**config.mk**
```make
export PLATFORM = sky130hd
export DESIGN_NAME = ssram_port_arbiter
export DESIGN_NICKNAME = d
export VERILOG_FILES = /design/src/rtl/ssram_port_arbiter_pkg.sv /design/src/rtl/ssram_starve_cnt.sv /design/src/rtl/ssram_port_arbiter.sv
export SDC_FILE = /design/constraint.sdc
export NUM_CORES = 1
export LEC_CHECK = 0
export CORE_AREA = 2 2 120 122
export DETAILED_ROUTE_END_ITERATION = 12
export DIE_AREA = 0 0 122 124
export PLACE_DENSITY = 0.57
export SYNTH_ARGS = -nofsm -noshare
export SYNTH_HDL_FRONTEND = slang
export SYNTH_HIERARCHICAL = 1
export SYNTH_SLANG_ARGS = --single-unit
```
**constraint.sdc**
```tcl
create_clock -name HCLK -period 1.9 [get_ports HCLK]
set_clock_uncertainty 0.15 [all_clocks]
set_input_delay 0.38 -clock HCLK [delete_from_list [all_inputs] [get_ports HCLK]]
set_output_delay 0.38 -clock HCLK [all_outputs]
set_load 0.01 [all_outputs]
```
**src/rtl/ssram_port_arbiter_pkg.sv**
```systemverilog
// Shared definitions for the SSRAM port arbiter: owner encoding and
// starvation-counter defaults.
package ssram_port_arbiter_pkg;

   typedef enum logic [1:0] {
      OWN_NONE = 2'd0,
      OWN_A    = 2'd1,
      OWN_B0   = 2'd2,
      OWN_B1   = 2'd3
   } owner_t;

   localparam int unsigned DEF_STARVE_LIMIT = 15;
   localparam int unsigned CNT_W            = 8;

endpackage

```
**src/rtl/ssram_starve_cnt.sv**
```systemverilog
// Per-port saturating wait counter; flags a B port that has been held off
// for LIMIT consecutive requesting cycles.
module ssram_starve_cnt
   import ssram_port_arbiter_pkg::*;
#(
   parameter int unsigned LIMIT = DEF_STARVE_LIMIT
) (
   input  logic HCLK,
   input  logic HRESETn,
   input  logic req,
   input  logic gnt,
   output logic starve
);

   localparam logic [CNT_W-1:0] LIM = CNT_W'(LIMIT);

   logic [CNT_W-1:0] cnt;

   always_ff @(posedge HCLK or negedge HRESETn) begin
      if (!HRESETn) begin
         cnt <= '0;
      end else if (!req || gnt) begin
         cnt <= '0;
      end else if (cnt != LIM) begin
         cnt <= cnt + 8'd1;
      end
   end

   assign starve = (cnt == LIM);

endmodule

```
**src/rtl/ssram_port_arbiter.sv**
```systemverilog
// Single-port SSRAM sharing: bridge port A has absolute priority, B0/B1
// share leftover cycles round-robin with registered read-valid return.
module ssram_port_arbiter
   import ssram_port_arbiter_pkg::*;
#(
   parameter int unsigned AW           = 12,
   parameter int unsigned STARVE_LIMIT = DEF_STARVE_LIMIT
) (
   input  logic          HCLK,
   input  logic          HRESETn,
   input  logic [AW-1:0] a_addr,
   input  logic          a_en,
   input  logic [3:0]    a_enb,
   input  logic          a_we,
   input  logic [3:0]    a_wb,
   input  logic [31:0]   a_din,
   output logic [31:0]   a_dout,
   input  logic          b0_req,
   input  logic          b0_we,
   input  logic [AW-1:0] b0_addr,
   input  logic [3:0]    b0_be,
   input  logic [31:0]   b0_wdata,
   output logic          b0_gnt,
   output logic          b0_rvalid,
   input  logic          b1_req,
   input  logic          b1_we,
   input  logic [AW-1:0] b1_addr,
   input  logic [3:0]    b1_be,
   input  logic [31:0]   b1_wdata,
   output logic          b1_gnt,
   output logic          b1_rvalid,
   output logic [31:0]   b_rdata,
   output logic [AW-1:0] sram_addr,
   output logic          sram_en,
   output logic [3:0]    sram_enb,
   output logic          sram_we,
   output logic [3:0]    sram_wb,
   output logic [31:0]   sram_din,
   input  logic [31:0]   sram_dout,
   output logic [1:0]    starve
);

   owner_t     owner;
   logic       last_b;
   logic [1:0] rd_pend;

   // last_b: 0 = B0 granted last, 1 = B1 granted last
   always_comb begin
      owner = OWN_NONE;
      if (a_en) begin
         owner = OWN_A;
      end else if (b0_req && b1_req) begin
         owner = last_b ? OWN_B0 : OWN_B1;
      end else if (b0_req) begin
         owner = OWN_B0;
      end else if (b1_req) begin
         owner = OWN_B1;
      end
   end

   always_comb begin
      sram_addr = b0_addr;
      sram_din  = b0_wdata;
      sram_en   = 1'b0;
      sram_enb  = 4'b0000;
      sram_we   = 1'b0;
      sram_wb   = 4'b0000;
      unique case (owner)
         OWN_A: begin
            sram_addr = a_addr;
            sram_din  = a_din;
            sram_en   = 1'b1;
            sram_enb  = a_enb;
            sram_we   = a_we;
            sram_wb   = a_wb;
         end
         OWN_B0: begin
            sram_en   = 1'b1;
            sram_enb  = b0_be;
            sram_we   = b0_we;
            sram_wb   = b0_be & {4{b0_we}};
         end
         OWN_B1: begin
            sram_addr = b1_addr;
            sram_din  = b1_wdata;
            sram_en   = 1'b1;
            sram_enb  = b1_be;
            sram_we   = b1_we;
            sram_wb   = b1_be & {4{b1_we}};
         end
         default: ;
      endcase
   end

   // SRAM muxing follows owner even in reset, but no handshake is issued
   assign b0_gnt = HRESETn && (owner == OWN_B0);
   assign b1_gnt = HRESETn && (owner == OWN_B1);

   always_ff @(posedge HCLK or negedge HRESETn) begin
      if (!HRESETn) begin
         last_b  <= 1'b1;
         rd_pend <= '0;
      end else begin
         rd_pend <= {b1_gnt & ~b1_we, b0_gnt & ~b0_we};
         if (b0_gnt) begin
            last_b <= 1'b0;
         end else if (b1_gnt) begin
            last_b <= 1'b1;
         end
      end
   end

   assign b0_rvalid = rd_pend[0];
   assign b1_rvalid = rd_pend[1];
   assign b_rdata   = sram_dout;
   assign a_dout    = sram_dout;

   ssram_starve_cnt #(.LIMIT(STARVE_LIMIT)) u_starve_b0 (
      .HCLK    (HCLK),
      .HRESETn (HRESETn),
      .req     (b0_req),
      .gnt     (b0_gnt),
      .starve  (starve[0])
   );

   ssram_starve_cnt #(.LIMIT(STARVE_LIMIT)) u_starve_b1 (
      .HCLK    (HCLK),
      .HRESETn (HRESETn),
      .req     (b1_req),
      .gnt     (b1_gnt),
      .starve  (starve[1])
   );

endmodule

```
---- After elaboration in Yosys (flattened, before gate mapping) ----
Cells that the tools add are included.
storage, ports and cells
  output and inout port bits .............. 124
  flip-flop bits (word level) ............. 19
cells by class
  reductions and logical operators ........ 11
  mux-type cells .......................... 17
  eq/ne operators ......................... 7
  $add $sub $neg .......................... 2
  bitwise gates (word level) .............. 6
operator list
  operator                                                                number
  32-bit case mux with 2 select lines                                     1
  8-bit two-way mux                                                       4
  12-bit case mux with 2 select lines                                     1
  4-bit case mux with 3 select lines                                      2
  8-bit by 1-bit adder with 8-bit output (second input constant)          2
  8-bit by 4-bit equality test with 1-bit output (second input constant)  2
  8-bit by 4-bit != test with 1-bit output (second input constant)        2
  4-bit bitwise AND                                                       2
  2-bit two-way mux                                                       4
  2-bit nonzero test                                                      3
  2-bit equality test (second input constant)                             2
  1-bit two-way mux                                                       4
  1-bit logical AND                                                       3
  1-bit case mux with 3 select lines                                      1
  3-bit OR reduction                                                      1
  1-bit bitwise AND                                                       2
  2-bit by 1-bit equality test with 1-bit output (second input constant)  1
  1-bit zero test                                                         2
  1-bit logical OR                                                        2
  1-bit NOT                                                               2

---- Depth between registers and ports, before layout ----
  word-level depth ........................ 8
  gate-level depth with buffers ........... 7
  mapped depth without buffers ............ 6

---- Cells and area by module ----
The synthesis kept the hierarchy.
modules (own cells, without submodules)
  module                           seq. area each (µm²)  area each (µm²)  cells an instance  times used
  ssram_port_arbiter               76.3                  1629.1           204                1
  ssram_starve_cnt at u_starve_b1  200.2                 435.4            46                 1
  ssram_starve_cnt at u_starve_b0  200.2                 402.9            44                 1

---- Worst setup path before layout ----
Ideal clock, no wire load.
  path kind ............................... input port to output port
  from .................................... input port b1_req
  to ...................................... output port sram_addr[10]
  cell stages on the path ................. 5
  arrival ................................. 1.324 ns
  data required time ...................... 1.370 ns
  path slack .............................. 0.046 ns
  buffers on the path ..................... 2
  cells stage by stage .................... a21bo_1 and2_4 buf_6 buf_6 a221o_1
between the ends
  cells in the longest elaborated chain, start to end .. 6
  elaborated cells on any way between the ends .. 8
  those cells by class .................... eq/ne: 2; mux: 5; reduce/logical: 1
ends and longest elaborated chain
  what                                                                                          line                      RTL
  start: declaration                                                                            ssram_port_arbiter.sv:25  input logic b1_req,
  2-bit two-way mux                                                                             ssram_port_arbiter.sv:56  end else if (b1_req) begin
  2-bit two-way mux                                                                             ssram_port_arbiter.sv:54  end else if (b0_req) begin
  2-bit two-way mux (*)                                                                         ssram_port_arbiter.sv:52  end else if (b0_req && b1_req) begin
  2-bit two-way mux (*)                                                                         ssram_port_arbiter.sv:50  if (a_en) begin
  2-bit equality test / 2-bit by 1-bit equality test with 1-bit output (equally long branches)  ssram_port_arbiter.sv:68  unique case (owner)
  12-bit case mux with 2 select lines (*)                                                       ssram_port_arbiter.sv:68
  end: declaration                                                                              ssram_port_arbiter.sv:33  output logic [AW-1:0] sram_addr,
Every way passes the cells marked *; elsewhere a longest branch is shown, timed or not.

---- Worst setup path after layout ----
  from .................................... register last_b
  to ...................................... output port sram_din[16]
between the ends
  cells in the longest elaborated chain, start to end .. 5
  elaborated cells on any way between the ends .. 6
  those cells by class .................... eq/ne: 2; mux: 4
ends and longest elaborated chain
  what                                                                                          line                       RTL
  start: declaration                                                                            ssram_port_arbiter.sv:44   logic last_b;
  start signal: assignment                                                                      ssram_port_arbiter.sv:101  last_b <= 1'b1;
  start signal: assignment                                                                      ssram_port_arbiter.sv:106  last_b <= 1'b0;
  start signal: assignment                                                                      ssram_port_arbiter.sv:108  last_b <= 1'b1;
  1-bit two-way mux (*)                                                                         ssram_port_arbiter.sv:53   owner = last_b ? OWN_B0 : OWN_B1;
  2-bit two-way mux (*)                                                                         ssram_port_arbiter.sv:52
  2-bit two-way mux (*)                                                                         ssram_port_arbiter.sv:50
  2-bit equality test / 2-bit by 1-bit equality test with 1-bit output (equally long branches)  ssram_port_arbiter.sv:68
  32-bit case mux with 2 select lines (*)                                                       ssram_port_arbiter.sv:68
  end: declaration                                                                              ssram_port_arbiter.sv:38   output logic [31:0] sram_din,
Marked as above.

==> results.txt <==
----------------------------------------------------
[Outcome]
  Result of the run ... complete, but fails checks
  Violated checks ... negative setup slack

[Timing]
  Transition at the pin with the smallest max-transition slack ... 555 ps
  Tmin final ... 2330 ps
  Setup violations, final ... 64
  Setup slack of the critical path after layout ... -428 ps
  Final number of hold-violating endpoints ... 0
  Worst slack on hold paths ... 367 ps
  Share of the cycle needed by the critical path after routing ... 123%
  Fin. max-slew vios ... 0
  Relative slew slack ... 62.7%
  Final setup TNS ... -19370 ps
  RSZ-0062 raised after global routing ... yes
  Maximum clock frequency ... 429 MHz

[Power]
  Peak VDD IR ... 0.394 mV
  Static Leakage ... 2.00 nW
  Combinational group share of total power ... 54.8%
  Clock share of power ... 22.4%
  Part of the power in registers ... 22.9%
  Internal Power ... 1.35 mW
  PnR Total Power ... 1.91 mW
  Power density of the placed cells ... 401 nW/um2
  Fraction of power spent switching nets ... 29.1%
  Switch Pwr ... 0.555 mW

[Critical path]
  Depth of the most critical reg-to-reg path ... 10
  Required time of the critical path ... 1370 ps
  Sort of element at the end of the critical path ... output port
  Element type at the critical path start ... register
  Worst setup slack for register-to-register paths ... -60 ps
  Reg2reg end ... u_starve_b0/cnt[0]
  Worst Path Class, Setup ... reg2out
  Reg-to-reg critical path startpoint ... last_b
  Largest fanout on the critical path ... 14
  CP arrival ... 1800 ps

[Layout]
  N_diodes ... 0
  Final non-filler cell total ... 667
  Area of combinational cells with multiple inputs ... 1550 um2
  Most frequent standard cell in the layout excluding fill and tap cells ... clkdlybuf4s50_1
  Total of fill cells in the finished design ... 1447
  Share of final-layout standard cells stronger than drive strength 1 ... 29.8%
  Register area ... 477 um2
  Most used cells in the layout excluding fill and tap cells ... 154 x clkdlybuf4s50_1, 52 x and2_1, 52 x a221o_1
  Layout net count ... 678
  Layout Area Growth over Synthesis ... 92.9%

[Synth]
  Syn Inst Count ... 294
  Average cell area after synthesis ... 8.39 um2
  Sequential-to-total area share from yosys stat ... 19.3%
  Distinct cell type count after synthesis ... 40
  Post-synthesis instance area ... 2470 um2
  Synthesized Nets ... 484
  Number of warnings issued by yosys ... 6
  Number of synthesized register bits ... 19

[Floorplanning]
  Core outline area ... 13700 um2
  Effective utilization at floorplan ... 18.0%
  Die outline height ... 124 um
  Chip Width ... 122 um
  Number of placement rows ... 43
  Full die area ... 15100 um2
  Top-level port count ... 312

[Global routing]
  Grt ovf ... 0
  First-pass GRT wire length ... 17300 um
  GR Util met1 ... 16.3%
  Via count of the first global-routing pass ... 3139
  Number of antenna violations at the first check in global routing ... 1
  Most used routing layer ... met2
  Global Route met2 Usage ... 27.8%
  Total global-route track usage ... 14.7%
  Met3 track utilization from global routing ... 4.58%
  Largest net degree at the start of global routing ... 32

[Placed design]
  Final HPWL DP ... 9120 um
  Placed cells ... 647
  Final RePlAce weighted congestion ... 0.825
  DP Worst Slack ... -1150 ps
  IO Port Bufs ... 215

[Route]
  Initial DRT Pass Iterations ... 4
  Detailed-route wire length per cell ... 18.0 um
  Vias after detailed routing ... 3047
  Average vias per placed instance ... 4.57
  Detailed Route WL ... 12000 um
  Number of DRC violations after detailed routing ... 0
  Post-DRT Antenna Nets ... 0
  Iteration-0 DRC count of the detailed router ... 131

[Job]
  Number of max-capacitance violations reported ... 0

[Min path]
  Number of cells on the worst hold path ... 3
  Destination of the worst hold path ... rd_pend[1]
  Hold Crit Class ... in2reg
  HP Start ... a_en

[Clock tree]
  Count of hold buffers inserted by post-cts repair ... 0
  CTS Buffer Depth ... 2
  Clock latency on the worst-skew pair ... 250 ps
  TritonCTS clock tree ... built
  Sinks on Clock Net ... 19
  Library cell used as clock root buffer ... clkbuf_16
  Clock transition time at the flip-flop clock pins of the worst setup and hold paths ... 50 ps
  CTS buffer count ... 3
  CTS H-tree lvls ... 1

----------------------------------------------------
kinds of logic after synthesis:
family	count (synthesis)	synth area share, %
compound gates	85	29.1
fa+ha+maj	2	1.01
buf+inv	84	24.3
flops	19	19.3
simple gates	104	26.2
how the worst max path moves through the flow:
stage / from / to / slack, ps / depth (start not counted)
6_report: last_b / sram_din[16] / -430 / 6
5_1_grt: last_b / sram_din[12] / -470 / 6
4_1_cts: last_b / sram_din[12] / -420 / 6
3_5_place_dp: b0_req / sram_din[12] / -1150 / 5
3_3_place_gp: b1_req / sram_addr[0] / -1130 / 5
2_1_floorplan: b1_req / sram_addr[10] / 50 / 5
power groups by stage:
stage | combinational [mW] | clock (mW) | sequential [mW]
after floorplan | 0.476 | 0 | 0.444
after global placement | 1.01 | 0 | 0.442
after detailed placement | 1.02 | 0 | 0.442
after CTS | 1.04 | 0.442 | 0.435
after global routing | 1.11 | 0.467 | 0.438
final | 1.05 | 0.427 | 0.436
metal layers:
metal	up-vias	routed length (um)
met3	15	1070
met2	151	6390
met4	2	144
met1	1440	4380
met5	-	13
li1	1439	-
worst max-delay path, stage by stage (launching register included):
cell,delay [ps]
dfstp_2,540
a21bo_4,160
nor2_4,60
buf_12,140
buf_12,140
a221o_1,350
buf_2,150
synthesized netlist by cell type (all sizes together):
cell,instances,area share (%)
a211o,1,0.36
a211oi,1,0.51
a21bo,1,0.41
a21boi,2,0.61
a21o,1,0.30
a21oi,13,2.8
a221o,52,21
a31oi,4,1.0
and2,55,14
and3,2,0.51
and3b,1,0.36
and4bb,1,0.51
buf,74,23
clkbuf,7,1.1
dfrtp,18,18
dfstp,1,1.1
ha,2,1.0
inv,3,0.46
nand2,6,0.91
nand2b,2,0.51
nand3,8,1.6
nand4,2,0.51
nor2,4,0.61
nor2b,3,0.76
nor3,5,1.2
nor3b,2,0.61
nor4,2,0.76
nor4b,1,0.36
o21ai,10,2.0
or3,8,2.0
or4,2,0.91
final cells by class:
class,instances,area share [%]
flip-flops and latches,19,10.0
repair buffers,265,50.9
inverters,3,0.237
clock buffers,4,1.66
well taps,180,4.73
multi-input cells,196,32.5
repair_timing:
action                     4_1_cts  5_1_grt
setup buffers                   11        2
gates cloned                     6        2
pin swaps                       39       17
setup endpoints to repair       74       72
gates resized for setup        282       15
through the flow:
| step | cell area (um2) | utilization [%] |
|---|---|---|
| 4_1_cts | 4720 | 34.4 |
| 3_5_place_dp | 4580 | 33.4 |
| 5_1_grt | 4760 | 34.7 |
| 3_3_place_gp | 4580 | 33.4 |
| 2_1_floorplan | 2470 | - |
| 6_report | 4760 | 34.7 |
registers in the layout (all words and copies together), names as in the netlist:
name,cells
rd_pend,2
last_b,1
u_starve_b0/cnt,8
u_starve_b1/cnt,8
Note: power is estimated with default switching activity, not from simulation.
